--- config.mk ---
export PLATFORM = sky130hd
export DESIGN_NAME = fetch_stage
export DESIGN_NICKNAME = d
export VERILOG_FILES = /design/src/rtl/fetch_stage.sv
export SDC_FILE = /design/constraint.sdc
export NUM_CORES = 1
export LEC_CHECK = 0
export CAP_MARGIN = 20
export CORE_UTILIZATION = 44
export CTS_CLUSTER_DIAMETER = 30
export DETAILED_ROUTE_END_ITERATION = 10
export PLACE_DENSITY = 0.79
export RECOVER_POWER = 25
export SYNTH_ARGS = -nofsm -noshare
export SYNTH_HDL_FRONTEND = slang
export SYNTH_SLANG_ARGS = --single-unit
--- constraint.sdc ---
create_clock -name clk -period 3.85 [get_ports clk]
set_input_delay 0.77 -clock clk [delete_from_list [all_inputs] [get_ports clk]]
set_output_delay 0.77 -clock clk [all_outputs]
set_load 0.01 [all_outputs]
--- src/rtl/fetch_stage.sv ---
// Instruction fetch stage: owns the PC, keeps one instruction-memory read in flight
// and hands each returned word, tagged with its PC, to decode over valid/ready.
module fetch_stage #(
  parameter logic [15:0] RESET_PC = 16'h0000
) (
  input  logic        clk,
  input  logic        rst_n,
  output logic        imem_req,
  output logic [15:0] imem_addr,
  input  logic        imem_rvalid,
  input  logic [15:0] imem_rdata,
  input  logic        redirect,
  input  logic [15:0] redirect_pc,
  input  logic        halt,
  output logic        id_valid,
  input  logic        id_ready,
  output logic [15:0] id_instr,
  output logic [15:0] id_pc,
  output logic [15:0] id_pc_plus2,
  output logic        halted,
  output logic        err
);

  typedef enum logic [2:0] {
    ST_REQ   = 3'd0,
    ST_WAIT  = 3'd1,
    ST_FULL  = 3'd2,
    ST_DRAIN = 3'd3,
    ST_HALT  = 3'd4,
    ST_ERR   = 3'd5
  } state_t;

  state_t      state_r;
  logic [15:0] pc_r;
  logic [15:0] id_instr_r;
  logic [15:0] id_pc_r;
  logic [15:0] id_pc_plus2_r;
  logic        id_valid_r;
  logic        halted_r;
  logic        err_r;

  logic        redir_live_s;
  logic        redir_ok_s;
  logic        redir_bad_s;

  // 16-bit wrapping PC increment shared by the PC register and id_pc_plus2.
  function automatic logic [15:0] pc_inc2(input logic [15:0] pc);
    return pc + 16'd2;
  endfunction

  // Redirect qualification and the memory request, both combinational.
  always_comb begin
    redir_live_s = 1'b0;
    redir_ok_s   = 1'b0;
    redir_bad_s  = 1'b0;
    if ((state_r == ST_REQ) || (state_r == ST_WAIT) ||
        (state_r == ST_FULL) || (state_r == ST_DRAIN)) begin
      redir_live_s = redirect;
    end else begin
      redir_live_s = 1'b0;
    end
    if (redir_live_s) begin
      redir_bad_s = redirect_pc[0];
      redir_ok_s  = ~redirect_pc[0];
    end else begin
      redir_bad_s = 1'b0;
      redir_ok_s  = 1'b0;
    end
    imem_req  = (state_r == ST_REQ) & ~redirect;
    imem_addr = pc_r;
  end

  // Fetch FSM with the PC and every decode-facing output held in registers.
  always_ff @(posedge clk or negedge rst_n) begin
    if (!rst_n) begin
      state_r       <= ST_REQ;
      pc_r          <= RESET_PC;
      id_instr_r    <= 16'h0000;
      id_pc_r       <= 16'h0000;
      id_pc_plus2_r <= 16'h0002;
      id_valid_r    <= 1'b0;
      halted_r      <= 1'b0;
      err_r         <= 1'b0;
    end else if (redir_bad_s) begin
      err_r      <= 1'b1;
      id_valid_r <= 1'b0;
      state_r    <= ST_ERR;
    end else if (redir_ok_s) begin
      pc_r       <= redirect_pc;
      id_valid_r <= 1'b0;
      // A read still in flight must be swallowed before the new target is fetched.
      if (((state_r == ST_WAIT) || (state_r == ST_DRAIN)) && !imem_rvalid) begin
        state_r <= ST_DRAIN;
      end else begin
        state_r <= ST_REQ;
      end
    end else begin
      case (state_r)
        ST_REQ: begin
          state_r <= ST_WAIT;
        end
        ST_WAIT: begin
          if (imem_rvalid) begin
            id_instr_r    <= imem_rdata;
            id_pc_r       <= pc_r;
            id_pc_plus2_r <= pc_inc2(pc_r);
            id_valid_r    <= 1'b1;
            state_r       <= ST_FULL;
          end else begin
            state_r <= ST_WAIT;
          end
        end
        ST_DRAIN: begin
          if (imem_rvalid) begin
            state_r <= ST_REQ;
          end else begin
            state_r <= ST_DRAIN;
          end
        end
        ST_FULL: begin
          if (id_ready) begin
            id_valid_r <= 1'b0;
            if (halt) begin
              halted_r <= 1'b1;
              state_r  <= ST_HALT;
            end else begin
              pc_r    <= pc_inc2(pc_r);
              state_r <= ST_REQ;
            end
          end else begin
            state_r <= ST_FULL;
          end
        end
        ST_HALT: begin
          state_r <= ST_HALT;
        end
        ST_ERR: begin
          state_r <= ST_ERR;
        end
        default: begin
          id_valid_r <= 1'b0;
          err_r      <= 1'b1;
          state_r    <= ST_ERR;
        end
      endcase
    end
  end

  assign id_valid    = id_valid_r;
  assign id_instr    = id_instr_r;
  assign id_pc       = id_pc_r;
  assign id_pc_plus2 = id_pc_plus2_r;
  assign halted      = halted_r;
  assign err         = err_r;

endmodule

==> results.md <==
- Half-perimeter wire length after placement: 5.05 mm
- Post-Route Skew: 8.88 ps
- Number of buffers added on ports: about 110
- Status: finished, final reports clean
- CP Max Fanout: 10
- R2R setup slack: 1790 ps
- WL/cell: 15.3 um
- Number of nets produced by synthesis: slightly above 300
- Area of the core region: 0.00687 mm^2
- Routing layer with the top usage in global route: met2
- Final GP Congestion: 0.803
- Via count of the first global-routing pass: 2291
- Least-Margin Pin Slew: 1230 ps
- Remaining routing DRC violations: 0
- Number of primary I/O pins: 106
- Critical path arrival: 2210 ps
- Initial DRC count: 116
- Number of buffers inserted to repair setup after CTS: 0
- Kind of launch point of the worst setup path: input port
- MaxCap Viol Count: 0
- Clock sink count: 69
- Peak clock frequency supported by timing: 335 MHz
- Site row count: 30
- Unrepaired setup endpoints after global routing: false
- Commonest non-fill, non-tap cells in the layout: sky130_fd_sc_hd__clkdlybuf4s50_1, sky130_fd_sc_hd__dfrtp_1, sky130_fd_sc_hd__mux2_2
- Combinational family with the most area after synthesis: simple AND/OR/NAND/NOR gates
- Power per cell area: 450 mW/mm^2
- Worst Hold Launch: err
- Number of buffers on the longest clock path: 2
- Per-instance average area after synthesis: 11.7 um^2
- Clock network latency to the later pin of the worst-skew pair: 340 ps
- Area enclosed by the die boundary: around 0.0076 mm^2
- Origin of the critical flop-to-flop path: state_r[2]
- Clock tree root buffer cell: sky130_fd_sc_hd__clkbuf_8
- DRT Wirelength: 7.11 mm
- Leakage component of the power: 1.81 nW
- Met3 layer usage reported by global route: 0.0559
- Final Critical Period: 2980 ps
- Worst vdd ir: 0.236 mV
- Total clock buffers created by CTS: 9
- Unique cell type count in the Yosys netlist: 44
- Clock slew at the register clock pins of the worst setup and hold paths: 70 ps
- Critical path data required time: just over 3000 ps
- Proportion of synthesized flip-flops having asynchronous set or reset: 1.00
- Setup violations, final: 0
- Post-synthesis mux area share: 0.120
- Die height: 87.0 um
- Area grow syn2layout: 37.6%
- Final Total Pwr: 1.97 mW
- First-pass GRT wire length: 11.6 mm
- Starting utilization of the core area: 0.462
- Area used by multi-input combinational logic: 0.00128 mm^2
- Die boundary width: 87.0 um
- Register bit total from synthesis: 69
- Worst reg2reg path depth: 4
- Post-synthesis compound-gate area fraction: 0.109
- R2r endpoint: id_pc[3]
- Initial antenna violation count: 0
- GRT Total Usage: 0.203
- Share of post-route cells with drive strength above 1: 0.157
- Sequential element share of the synthesized area: 0.544
- Crit path kind: input port to output pin
- Avg Vias per Cell: 5.14
- Max_slew headroom: 0.180
- Final instance area: roughly 0.0044 mm^2
- Total via count in the routed design: 2396
- Standard cell area after detailed placement: about 0.0042 mm^2
- Total global routing overflow: 0
- Final critical-path share of the clock period: 0.775
- Total negative slack: 0 ps
- Terminating pin of the worst hold path: err
- Hold Crit Class: register to register
- Post-synthesis instance area: 0.00318 mm^2
- # H-tree levels: 3
- Cells resized by post-CTS repair: 0
- Most used flip-flop cell after synthesis: sky130_fd_sc_hd__dfrtp_1
- Cts-stage hold buffer count: 0
- Met1 global-route usage: 0.276
- Met2 GRT Util: 0.301
- Most common cell after layout, fill and taps aside: sky130_fd_sc_hd__clkdlybuf4s50_1
- Pin count of the biggest net entering global routing: between 50 and 60
- Count of antenna-violating nets left after detailed routing: 0
- Synth Area in Adders: 0.00394
- Combined flip-flop and latch cell area: 0.00173 mm^2
- Hold violation count in the final report: 0
- Nature of the critical path endpoint: output pin
- TritonCTS clock tree: done
- Final Worst Setup Slack: 868 ps
- Number of enable flip-flop cells after synthesis: 0
- Post-synthesis instance total: 271
- Core utilization of the finished layout: 0.636
- YS warnings: 0
- Final net count: 406
- XOR/XNOR Fraction of Synth Area: 0.0469
- Pre-Repair DR Iteration Count: 4
- Filler Cells Inserted: 591
- Setup slack at placement: between 900 and 1000 ps
- Max Slew Vio Count: 0
- Hold Path Stages: 1
- Simple-gate share of the synthesized area: 0.122
- Diode count: 0
-- cell families (layout without fill, tap and decap cells) --
| group | after synthesis | in the layout |
|---|---|---|
| adders and majority gates | 1 | 1 |
| AOI/OAI and AO/OA | 52 | 52 |
| muxes | 34 | 34 |
| xor gates and xnor gates | 17 | 17 |
| buffers and inverters | 28 | 127 |
| DFF | 69 | 69 |
| and+or+nand+nor | 70 | 70 |
-- synth_stat cells, types with 2 or more instances --
cell	instances	area share
sky130_fd_sc_hd__buf_4	2	0.0047
sky130_fd_sc_hd__o21bai_1	3	0.0071
sky130_fd_sc_hd__inv_1	5	0.0059
sky130_fd_sc_hd__nand2_1	8	0.0095
sky130_fd_sc_hd__nor3_1	7	0.011
sky130_fd_sc_hd__nand4_1	4	0.0079
sky130_fd_sc_hd__clkbuf_1	5	0.0059
sky130_fd_sc_hd__and4_1	4	0.011
sky130_fd_sc_hd__nor2_1	22	0.026
sky130_fd_sc_hd__o22ai_1	3	0.0059
sky130_fd_sc_hd__nand3_1	4	0.0063
sky130_fd_sc_hd__and3_1	2	0.0039
sky130_fd_sc_hd__nor3_2	3	0.0095
sky130_fd_sc_hd__or2_1	2	0.0039
sky130_fd_sc_hd__xnor2_1	10	0.028
sky130_fd_sc_hd__nor4_1	3	0.0059
sky130_fd_sc_hd__o21ai_0	9	0.014
sky130_fd_sc_hd__and2_1	2	0.0039
sky130_fd_sc_hd__buf_6	6	0.021
sky130_fd_sc_hd__buf_2	10	0.016
sky130_fd_sc_hd__a21o_1	6	0.014
sky130_fd_sc_hd__a21oi_1	17	0.027
sky130_fd_sc_hd__a221o_1	7	0.022
sky130_fd_sc_hd__mux2_2	33	0.12
sky130_fd_sc_hd__dfrtp_1	68	0.54
sky130_fd_sc_hd__nor3b_1	2	0.0047
sky130_fd_sc_hd__xor2_1	7	0.019
-- power breakdown --
part | internal [mW] | total [mW] | leakage [nW] | switching [mW]
combinational | 0.336 | 0.534 | 0.855 | 0.198
clock | 0.224 | 0.474 | 0.0788 | 0.250
sequential | 0.846 | 0.959 | 0.879 | 0.113
-- flip-flops by register name, summed over array words and instances (netlist names) --
register     cells
id_instr        16
imem_addr       16
halted           1
id_pc_plus2     15
state_r          3
id_pc           16
id_valid         1
err              1
-- stage by stage --
step                hold slack [ps]  std cells
floorplan                       470        271
global placement                454        452
detailed placement              471        452
CTS                             371        466
global route                    506        466
finish                          480        466
-- final cells by class --
class	count	area share
flip-flops and latches	69	0.395
multi-input cells	174	0.293
repair buffers	108	0.246
clock buffers	11	0.0301
well taps	96	0.0275
inverters	5	0.00429
clock inverters	3	0.00344
-- routing by layer --
layer	wire (um)	part of all wire
met4	102	0.014
met1	3240	0.46
met5	0	0
met3	527	0.074
met2	3240	0.46
-- worst max-delay path by stage --
stage | startpoint | end | slack [ps] | cells past startpoint
after global routing | redirect | imem_req | 820 | 3
after detailed placement | redirect | imem_addr[15] | 950 | 5
after CTS | redirect | imem_req | 960 | 3
after floorplan | redirect | imem_addr[9] | 1800 | 7
final | redirect | imem_req | 870 | 3
after global placement | redirect | imem_req | 990 | 3
-- worst max-delay path, cell delays in order --
cell,delay [ps]
sky130_fd_sc_hd__dlygate4sd3_1,650
sky130_fd_sc_hd__nor4_1,210
sky130_fd_sc_hd__clkdlybuf4s50_1,580
(Power assumes the default switching activity.)
